===== config.mk =====
export PLATFORM = sky130hd
export DESIGN_NAME = spi_reg_ctrl
export DESIGN_NICKNAME = d
export VERILOG_FILES = /design/src/rtl/spi_reg_ctrl.sv
export SDC_FILE = /design/constraint.sdc
export NUM_CORES = 1
export LEC_CHECK = 0
export CAP_MARGIN = 5
export CELL_PAD_IN_SITES_DETAIL_PLACEMENT = 1
export CELL_PAD_IN_SITES_GLOBAL_PLACEMENT = 2
export CORE_UTILIZATION = 33
export CTS_CLUSTER_SIZE = 28
export DETAILED_ROUTE_END_ITERATION = 12
export PLACE_DENSITY = 0.9
export SETUP_SLACK_MARGIN = 0.3
export SLEW_MARGIN = 25
export SYNTH_ARGS = -nofsm -noshare
export SYNTH_HDL_FRONTEND = slang
export SYNTH_SLANG_ARGS = --single-unit

===== constraint.sdc =====
create_clock -name sysclk -period 2.5 [get_ports sysclk]
set_clock_uncertainty 0.2 [all_clocks]
set_input_delay 0.5 -clock sysclk [delete_from_list [all_inputs] [get_ports sysclk]]
set_output_delay 0.5 -clock sysclk [all_outputs]
set_load 0.01 [all_outputs]

===== src/rtl/spi_reg_ctrl.sv =====
// SPI frame controller: syncs receiver strobes into sysclk, buffers a write burst in a
// shadow bank and commits it atomically to the live fan-control registers on CS release.
module spi_reg_ctrl #(
  parameter int unsigned NUM_REGS  = 4,
  parameter logic [7:0]  RESET_VAL = 8'h80
) (
  input  logic                  sysclk,
  input  logic                  reset,
  input  logic                  iRxReady,
  input  logic [7:0]            iRx,
  input  logic                  iSPICS,
  output logic [8*NUM_REGS-1:0] oRegs,
  output logic                  oUpdate,
  output logic                  oFrameErr,
  output logic [7:0]            oErrCount,
  output logic [7:0]            probe
);

  localparam int unsigned PTR_W  = 4;
  localparam int unsigned SYNC_W = 3;

  typedef enum logic [1:0] {
    IDLE  = 2'd0,
    CMD   = 2'd1,
    DATA  = 2'd2,
    DRAIN = 2'd3
  } state_e;

  typedef logic [NUM_REGS-1:0][7:0] bank_t;

  state_e            state_q, state_d;
  bank_t             regs_q, regs_d;
  bank_t             shadow_q, shadow_d;
  logic [PTR_W-1:0]  ptr_q, ptr_d;
  logic              wrote_q, wrote_d;
  logic              err_q, err_d;
  logic              upd_q, upd_d;
  logic              ferr_q, ferr_d;
  logic [7:0]        errcnt_q, errcnt_d;
  logic [SYNC_W-1:0] rdy_sync_q, rdy_sync_d;
  logic [SYNC_W-1:0] cs_sync_q, cs_sync_d;

  logic strobe, cs_fall, cs_rise, cmd_ok, drop;

  // Two synchroniser stages plus one history stage per asynchronous input
  assign rdy_sync_d = {rdy_sync_q[SYNC_W-2:0], iRxReady};
  assign cs_sync_d  = {cs_sync_q[SYNC_W-2:0], iSPICS};

  assign strobe  = rdy_sync_q[1] & ~rdy_sync_q[2];
  assign cs_fall = ~cs_sync_q[1] & cs_sync_q[2];
  assign cs_rise = cs_sync_q[1] & ~cs_sync_q[2];
  assign cmd_ok  = (iRx[7:6] == 2'b10) && ({1'b0, iRx[5:0]} < 7'(NUM_REGS));

  // Frame parser: strobe is applied first, then a same-cycle CS release closes the frame
  always_comb begin
    state_d  = state_q;
    regs_d   = regs_q;
    shadow_d = shadow_q;
    ptr_d    = ptr_q;
    wrote_d  = wrote_q;
    err_d    = err_q;
    errcnt_d = errcnt_q;
    upd_d    = 1'b0;
    ferr_d   = 1'b0;
    drop     = 1'b0;

    if (cs_fall) begin
      drop     = (state_q != IDLE);
      state_d  = CMD;
      shadow_d = regs_q;
      ptr_d    = '0;
      wrote_d  = 1'b0;
      err_d    = 1'b0;
    end else if (state_q != IDLE) begin
      if (strobe) begin
        case (state_q)
          CMD: begin
            if (cmd_ok) begin
              ptr_d   = iRx[PTR_W-1:0];
              state_d = DATA;
            end else begin
              err_d   = 1'b1;
              state_d = DRAIN;
            end
          end
          DATA: begin
            for (int unsigned i = 0; i < NUM_REGS; i++) begin
              if (ptr_q == PTR_W'(i)) shadow_d[i] = iRx;
            end
            wrote_d = 1'b1;
            ptr_d   = (ptr_q == PTR_W'(NUM_REGS - 1)) ? '0 : ptr_q + PTR_W'(1);
          end
          default: ;
        endcase
      end

      if (cs_rise) begin
        case (state_d)
          DATA: begin
            if (wrote_d) begin
              regs_d = shadow_d;
              upd_d  = 1'b1;
            end else begin
              drop = 1'b1;
            end
          end
          DRAIN:   drop = 1'b1;
          default: ;
        endcase
        state_d = IDLE;
      end
    end

    if (drop) begin
      ferr_d = 1'b1;
      if (errcnt_q != 8'hFF) errcnt_d = errcnt_q + 8'd1;
    end
  end

  always_ff @(posedge sysclk) begin
    if (reset) begin
      state_q    <= IDLE;
      regs_q     <= {NUM_REGS{RESET_VAL}};
      shadow_q   <= {NUM_REGS{RESET_VAL}};
      ptr_q      <= '0;
      wrote_q    <= 1'b0;
      err_q      <= 1'b0;
      upd_q      <= 1'b0;
      ferr_q     <= 1'b0;
      errcnt_q   <= '0;
      rdy_sync_q <= '0;
      cs_sync_q  <= '0;
    end else begin
      state_q    <= state_d;
      regs_q     <= regs_d;
      shadow_q   <= shadow_d;
      ptr_q      <= ptr_d;
      wrote_q    <= wrote_d;
      err_q      <= err_d;
      upd_q      <= upd_d;
      ferr_q     <= ferr_d;
      errcnt_q   <= errcnt_d;
      rdy_sync_q <= rdy_sync_d;
      cs_sync_q  <= cs_sync_d;
    end
  end

  assign oRegs     = regs_q;
  assign oUpdate   = upd_q;
  assign oFrameErr = ferr_q;
  assign oErrCount = errcnt_q;
  assign probe     = {2'(state_q), wrote_q, err_q, ptr_q};

endmodule


Word-level counts from Yosys, hierarchy flattened. Index checks and enable logic that the tools add are counted.

Reduce and logical (&&, ||, !) cells: 11. Add/sub/neg operators: 2. Eq/ne operators: 10. Order comparisons: 1. Bitwise logic cells: 11. Multiplexer cells: 30.

Operator list (number): $mux 32 (4); $mux 8 (4); $mux 1 (13); $mux 2 (5); $add 8x1->8 const B (1); $eq 2x2->1 const B (4); $eq 4x2->1 const B (2); $mux 4 (2); $ne 8x8->1 const B (1); $not 1->1 (8); $pmux 4 s2 (1); $reduce_and 4->1 (2); $lt 6x3->1 const B (1); $reduce_bool 2->1 (3); $reduce_and 5->1 (1); $reduce_or 5->1 (1); $add 4x1->4 const B (1); $eq 4x1->1 const B (1); $logic_not 4->1 (1); $and 1x1->1 (3); $eq 2x1->1 const B (1); $ne 2x2->1 const B (1); $pmux 1 s2 (1); $reduce_and 2->1 (1); other kinds (2) (2).

Output and inout port bits: 50. Input port bits: 12. Word-level logic and storage cells: 83. Flip-flop bits (word level): 88.

Longest topological paths before layout. Gate-level depths: netlist (run 1).

Word-level depth: 13. Mapped depth: 8. Gate-level depth less buffers: 6.

Worst setup path after synthesis (run 1). No wires, ideal clock.

Kind: reg2reg. Start: register state_q[1]. End: register shadow_q[15] (netlist name). Arrival time: 1.663 ns. Path buffers: 2. Data required time: 2.177 ns. Library setup time: 0.123 ns. Path slack: 0.514 ns. Stages on the path, launching flop included: 8. Cells stage by stage: dfxtp_1 -> buf_4 -> and4bb_2 -> buf_6 -> nand3_2 -> mux2i_1 -> a21oi_1 -> or2_2.

Longest elaborated chain between the ends: 5.

RTL lines: from (decl) (line 31) `state_e state_q, state_d;`; from (signal assigned) (line 134) `state_q <= state_d;`; $eq 2x2->1 (line 76) `case (state_q)`; $mux 32 (line 76); $mux 32 (line 75) `if (strobe) begin`; $mux 32 (line 74) `end else if (state_q != IDLE) begin`; $mux 32 (line 67) `if (cs_fall) begin`; to (signal assigned) (line 124) `shadow_q <= {NUM_REGS{RESET_VAL}};`; to (signal assigned) (line 136) `shadow_q <= shadow_d;`; to (decl) (line 33) `bank_t shadow_q, shadow_d;`.

Several ways; a longest one is shown, not always the timed one. The select of a mux whose other input is x is not followed. A chain may end at the register's enable or synchronous reset.

Worst setup path after layout (run 1).
Start: input iRx[7]. End: register errcnt_q[3] (netlist: oErrCount[3]).

Longest elaborated chain between the ends: 13.

RTL lines: from (decl) (line 10) `input logic [7:0] iRx,`; $eq 2x2->1 (*) (line 52) `assign cmd_ok = (iRx[7:6] == 2'b10) && ({1'b0, iRx[5:0]} < 7'(NUM_REGS));`; $logic_and 1x1->1 (*) (line 52); $mux 1 (*) (line 78) `if (cmd_ok) begin`; $mux 2 (*) (line 76); $mux 2 (*) (line 75); $mux 2 (*) (line 74); $mux 2 (*) (line 67); $eq 2x2->1 (line 98) `case (state_d)`; $pmux 1 s2 (*) (line 98); $mux 1 (*) (line 97) `if (cs_rise) begin`; $mux 1 (*) (line 74); $mux 1 (*) (line 67); $reduce_and 2->1 (no line) (*); to (signal assigned) (line 142) `errcnt_q <= errcnt_d;`; to (decl) (line 39) `logic [7:0] errcnt_q, errcnt_d;`.

Mark *: on every way between the ends. The rest lies on a longest branch, timed or not. The select of a mux whose other input is x is not followed.

==> impl_metrics.json, run 1 <==
{
  "status": "complete, no violations",
  "rsz0062_at_grt": "false",
  "numCtsBuffers": 9,
  "p_leak_uw": 0.00192,
  "syn-cell-area_um2": 3770,
  "grt_pass1_wl_mm": 16.5,
  "syn_to_final_growth_pct": 30.6,
  "maxCapViolCount": 0,
  "cts_hold_buf": 0,
  "period_needed_ns": 2.13,
  "htree_levels": 3,
  "die_h_um": 109,
  "avgRoutedWirePerCell_um": 17.2,
  "crit_buf_inv": 1,
  "ant_nets": 0,
  "wl_met2_mm": 5.12,
  "top_layer": "met4",
  "worst_setup_path_start_kind": "primary input",
  "layout_common_cells": "86 x dfxtp_1, 78 x nor2_1, 54 x clkdlybuf4s50_1, 51 x a211oi_1, 34 x mux2i_1",
  "critPathSlowestCell": "or4_1",
  "ios": 62,
  "globalplace.congestion": 0.747,
  "via_per_inst": 5.24,
  "final-hold-violation-count": 0,
  "start_util_pct": 34.3,
  "die_area_um2": 11800,
  "vdd_drop_max_mv": 0.279,
  "p_per_area_nw_per_um2": 577,
  "cp.required_ns": 2.56,
  "grt_overflow": 0,
  "grt_max_degree": 66,
  "hpwlAfterDp_mm": 7.01,
  "crit_family": "simple AND/OR/NAND/NOR gates",
  "drc_errors": 0,
  "dr.pass1.iters": 4,
  "placed_area_um2": 4580,
  "final_cells": 598,
  "crit_path_end_kind": "flip-flop",
  "die_w_um": 109,
  "criticalPathCategory": "in -> reg",
  "cts.sinks": 88,
  "ys_ff_latch": 88,
  "stdcell_area_um2": 4920,
  "layout_commonest_cell": "dfxtp_1",
  "num_rows": 38,
  "worst_pin_slew_ns": 0.661,
  "wl_met3_um": 204,
  "synth_cells": 389,
  "fin_nets": 470,
  "critPathMaxStageDelay_ns": 0.50,
  "vias": 3134,
  "clock_latency_ns": 0.34,
  "path_cells": "dlygate4sd2_1 -> nor4b_4 -> and3_1 -> a22o_2 -> or4_1 -> a21oi_1",
  "clk_path_buf_depth": 2,
  "clk_transition_reported_paths_ns": 0.06,
  "drv_slew": 0,
  "synth.avg_cell_area_um2": 9.68,
  "ys_warn_count": 0,
  "crit_path_max_fanout": 8,
  "antenna_found_initial": 0,
  "dpl_worst_slack_ns": -0.225,
  "core_area_um2": 11000,
  "ys_seq_area_share_pct": 46.8,
  "whs_ns": 0.252,
  "relSlewSlack_pct": 56.0,
  "yosys.cell_types.count": 44,
  "dp.cells": 580,
  "fmax_mhz": 469,
  "wl_mm": 10.3,
  "finalSetupViolations": 0,
  "critPathArrivalTime_ns": 2.19,
  "fin_crit_sh_pct": 85.2,
  "setup_ws_ns": 0.369,
  "hold_path.class": "reg -> reg",
  "cts_tree": "built",
  "drtIter0Drc": 139,
  "syn_nets": 406,
  "clock-root-buffer": "clkbuf_16",
  "diodes": 0,
  "first_global_vias": 3194,
  "grtUsageTotal_pct": 18.2,
  "drive_gt1_share_pct": 15.1,
  "met1Wirelength_mm": 4.75,
  "portBuffers": 61
}
==> power by group <==
group	internal [µW]	leakage (µW)	switching, µW	total (µW)
Combinational	48.5	0.00108	80.3	129
Sequential	1420	0.000713	8.24	1430
Clock	688	0.000134	591	1280
Total	2160	0.00192	679	2840
==> synth_stat cells <==
cell | n | share of area [%]
dfxtp_1 | 88 | 47
nor2_1 | 78 | 7.8
a211oi_1 | 51 | 10
mux2i_1 | 34 | 9.0
clkbuf_1 | 17 | 1.7
a21oi_1 | 14 | 1.9
a211oi_2 | 10 | 3.3
nor2b_1 | 9 | 1.5
nand3_1 | 7 | 0.93
buf_4 | 5 | 1.0
buf_6 | 5 | 1.5
ha_1 | 5 | 1.7
inv_1 | 5 | 0.50
o31ai_1 | 5 | 1.0
a211o_1 | 4 | 0.93
buf_2 | 4 | 0.53
nand2_1 | 4 | 0.40
o21ai_0 | 4 | 0.53
or2_2 | 4 | 0.66
or4_1 | 4 | 0.80
and3_1 | 3 | 0.50
nand3_2 | 3 | 0.80
o21a_1 | 3 | 0.60
nand2b_1 | 2 | 0.33
nand4_1 | 2 | 0.33
a21boi_0 | 1 | 0.20
a22o_1 | 1 | 0.23
a311oi_1 | 1 | 0.23
a31oi_1 | 1 | 0.17
and2b_1 | 1 | 0.20
and4_1 | 1 | 0.23
and4b_1 | 1 | 0.27
and4bb_2 | 1 | 0.33
nand3_4 | 1 | 0.47
nand4b_1 | 1 | 0.23
nor2b_4 | 1 | 0.37
nor3_1 | 1 | 0.13
nor3_2 | 1 | 0.27
nor4_1 | 1 | 0.17
nor4b_4 | 1 | 0.63
o2111ai_1 | 1 | 0.23
o21ai_1 | 1 | 0.13
or3_1 | 1 | 0.17
or3b_1 | 1 | 0.23
==> sequential cells by signal, summed over array words and instances (netlist names), 2 cells and up <==
| signal | cells |
|---|---|
| oRegs | 32 |
| shadow_q | 32 |
| oErrCount | 8 |
| ptr_q | 4 |
| cs_sync_q | 3 |
| rdy_sync_q | 3 |
| state_q | 2 |
==> worst reg2reg max path: cells and delay by family (launching register included) <==
family | cells | cell delay [ns]
simple gates | 3 | 0.96
flops | 1 | 0.47
mux | 1 | 0.26
compound gates | 1 | 0.09
==> path summary, 6_finish.rpt <==
path           startpoint  cells past startpoint  slack [ns]            to
min reg2reg  cs_sync_q[0]                      1        0.25  cs_sync_q[1]
min          cs_sync_q[0]                      1        0.25  cs_sync_q[1]
max reg2reg    state_q[1]                      5        0.41  shadow_q[23]
max                iRx[7]                      6        0.37  oErrCount[3]
==> what timing repair did <==
action	in CTS	in global routing
gates resized for setup	11	4
buffers inserted	1	0
pin swaps	3	0
cloned	1	0
endpoints found under the setup margin	45	3
==> cell families after synthesis <==
logic type               Yosys count  share of synthesized area [%]
AND/OR/NAND/NOR                  129                           17.7
AO/OA/AOI/OAI                     97                           19.6
flip-flops                        88                           46.8
buffers and inverters             36                           5.22
multiplexers                      34                           9.04
adder cells (fa/ha/maj)            5                           1.66
==> metal layers <==
metal	global-route usage, %	up-vias
met2	30.7	41
met3	2.57	14
met1	23.0	1547
met4	8.01	0
met5	0	-
li1	-	1532
==> through the flow <==
step	total power, µW	setup TNS (ns)	utilization [%]
after floorplan	1530	0	-
after global placement	1590	-4.70	41.7
after detailed placement	1590	-5.74	41.7
after CTS	2860	0	44.7
after global routing	2930	0	44.8
final	2840	0	44.8
==> layout make-up <==
type                    count  area (µm²)
clock inverters             6        51.3
repair buffers             84         841
multi-input cells         265        1840
fillers                  1205        6060
inverters                   5        18.8
well taps                 140         175
flip-flops and latches     88        1760
clock buffers              10         229
(Power assumes the default switching activity.)
==> run 2, diff against run 1 <==
--- a/config.mk
+++ b/config.mk
@@ -11,6 +11,7 @@
 export CORE_UTILIZATION = 33
 export CTS_CLUSTER_SIZE = 28
 export DETAILED_ROUTE_END_ITERATION = 12
+export HOLD_SLACK_MARGIN = 0.15
 export PLACE_DENSITY = 0.9
 export SETUP_SLACK_MARGIN = 0.3
 export SLEW_MARGIN = 25
==> results of run 2 <==
Same layout as run 1: the final DEF is identical, and so are final timing and power.
==> run 3, diff against run 2 <==
--- a/config.mk
+++ b/config.mk
@@ -8,11 +8,13 @@
 export CAP_MARGIN = 5
 export CELL_PAD_IN_SITES_DETAIL_PLACEMENT = 1
 export CELL_PAD_IN_SITES_GLOBAL_PLACEMENT = 2
+export CORE_MARGIN = 2
 export CORE_UTILIZATION = 33
 export CTS_CLUSTER_SIZE = 28
 export DETAILED_ROUTE_END_ITERATION = 12
 export HOLD_SLACK_MARGIN = 0.15
 export PLACE_DENSITY = 0.9
+export REMOVE_ABC_BUFFERS = 1
 export SETUP_SLACK_MARGIN = 0.3
 export SLEW_MARGIN = 25
 export SYNTH_ARGS = -nofsm -noshare
==> run 3 against run 2 <==
Against the previous run: count of clock-buffer cells in the layout down 1; hold slack worse by 0.0069 ns; setup slack got worse by 0.067 ns; final area increased by 3.9%; wire length increased by 2.1%; register-to-register slack gained 0.05 ns; non-clock buffer count up 6; largest cell class unchanged.
==> impl_metrics.json, run 3 (synthesized netlist as in run 1, its figures left out) <==
{
  "die_h_um": 111,
  "grt_max_degree": 34,
  "cts.sinks": 88,
  "worst_setup_path_start_kind": "primary input",
  "ios": 62,
  "antenna_found_initial": 0,
  "r2r-end": "oErrCount[3]",
  "first_global_vias": 3254,
  "hold_path.class": "reg -> reg",
  "num_rows": 39,
  "cts_tree": "built",
  "cp-startpoint": "iRx[7]",
  "vdd_drop_max_mv": 0.359,
  "syn_to_final_growth_pct": 35.7,
  "die_area_um2": 12300,
  "clock-root-buffer": "clkbuf_16",
  "clk_transition_reported_paths_ns": 0.07,
  "maxCapViolCount": 0,
  "critPathArrivalTime_ns": 2.25,
  "fmax_mhz": 455,
  "crit_path_max_fanout": 14,
  "relSlewSlack_pct": 53.8,
  "dp.cells": 583,
  "ant_nets": 0,
  "htree_levels": 3,
  "fin_nets": 476,
  "final_util_pct": 45.3,
  "layout_common_cells": "86 x dfxtp_1, 77 x nor2_1, 55 x clkdlybuf4s50_1, 41 x a211oi_1, 34 x mux2i_1",
  "drive_gt1_share_pct": 18.8,
  "vias": 3189,
  "diodes": 0,
  "drc_errors": 0,
  "dr.pass1.iters": 4,
  "drv_slew": 0,
  "final-hold-violation-count": 0,
  "cp-endpoint": "oRegs[12]",
  "drtIter0Drc": 92,
  "p_leak_uw": 0.00201,
  "grtUsageTotal_pct": 17.5,
  "crit_path_end_kind": "flip-flop",
  "globalplace.congestion": 0.753,
  "avgRoutedWirePerCell_um": 17.3,
  "grt_overflow": 0,
  "portBuffers": 61,
  "clock_latency_ns": 0.34,
  "p_per_area_nw_per_um2": 614,
  "layout_commonest_cell": "dfxtp_1",
  "start_util_pct": 33.4,
  "rr_worst_depth": 5,
  "core_area_um2": 11300,
  "finalSetupViolations": 0,
  "fin_crit_sh_pct": 87.9,
  "via_per_inst": 5.25,
  "cp.required_ns": 2.56,
  "wl_mm": 10.5,
  "clk_path_buf_depth": 2,
  "period_needed_ns": 2.20,
  "hpwlAfterDp_mm": 6.89,
  "worst_pin_slew_ns": 0.693,
  "rrSetupSlack_ns": 0.46,
  "criticalPathCategory": "in -> reg",
  "r2r_start": "cs_sync_q[2]",
  "numCtsBuffers": 9,
  "grt_pass1_wl_mm": 17.3,
  "rsz0062_at_grt": "true",
  "status": "complete, no violations",
  "die_w_um": 111,
  "final_cells": 607
}
run 3: cell types whose count changed in the layout (fill, tap and decap cells not counted), moves of 2 or more:
cell and change:
a211oi_1 -10, bufinv_16 +3, a211oi_2 +10, clkinv_4 -2, buf_4 +5
run 3: repair_timing:
| action | CTS | global route |
|---|---|---|
| pin swaps | 4 | 9 |
| hold endpoints to repair | 0 | 0 |
| resized for setup | 11 | 19 |
| endpoints found under the setup margin | 43 | 27 |
| buffers inserted | 3 | 3 |
| gates cloned | 2 | 0 |
| hold buffers | 0 | 0 |
run 3: metrics by stage:
step	setup WS (ns)	total power (µW)	area (µm²)	setup TNS, ns	hold slack [ns]
6_report	0.302	3140	5110	0	0.245
5_1_grt	0.214	3260	5110	0	0.268
4_1_cts	0.301	3180	5020	0	0.250
3_5_place_dp	-0.251	1590	4570	-7.27	0.235
3_3_place_gp	-0.134	1580	4570	-4.10	0.221
2_1_floorplan	-1.29	1510	3590	-35.21	0.214
run 3: final cells by class:
cell class | instances | area (µm²)
sequential | 88 | 1760
multi-input combinational | 265 | 1890
fill | 1254 | 6160
clock buffer | 9 | 225
clock inverter | 7 | 126
tap | 143 | 179
timing repair buffer | 90 | 903
inverter | 5 | 18.8
run 3: how the worst min path moves through the flow:
stage                       start       endpoint  cells after the start
global route         cs_sync_q[0]   cs_sync_q[1]                      1
floorplan            cs_sync_q[0]   cs_sync_q[1]                      1
CTS                  cs_sync_q[0]   cs_sync_q[1]                      1
finish              rdy_sync_q[0]  rdy_sync_q[1]                      1
detailed placement   cs_sync_q[0]   cs_sync_q[1]                      1
global placement     cs_sync_q[0]   cs_sync_q[1]                      1
run 3: power by group:
part	total [µW]	internal (µW)	switching [µW]
clock	1580	991	587
combinational	130	51.1	78.5
sequential	1430	1420	8.62
total	3140	2460	674
run 3: critical path: stages:
cell and delay, ns:
clkdlybuf4s50_1 0.48, nor4b_4 0.30, nand3_2 0.18, o21ai_4 0.25
buf_4 0.17, buf_12 0.13, nor2_1 0.04, a211oi_1 0.20
run 3: routing by layer:
layer / vias to the layer above / track usage, % / routed length (µm)
li1: 1553 / - / -
met1: 1572 / 22.8 / 4910
met2: 52 / 28.9 / 5130
met3: 12 / 3.17 / 289
met4: 0 / 6.50 / 196
met5: - / 0 / 0
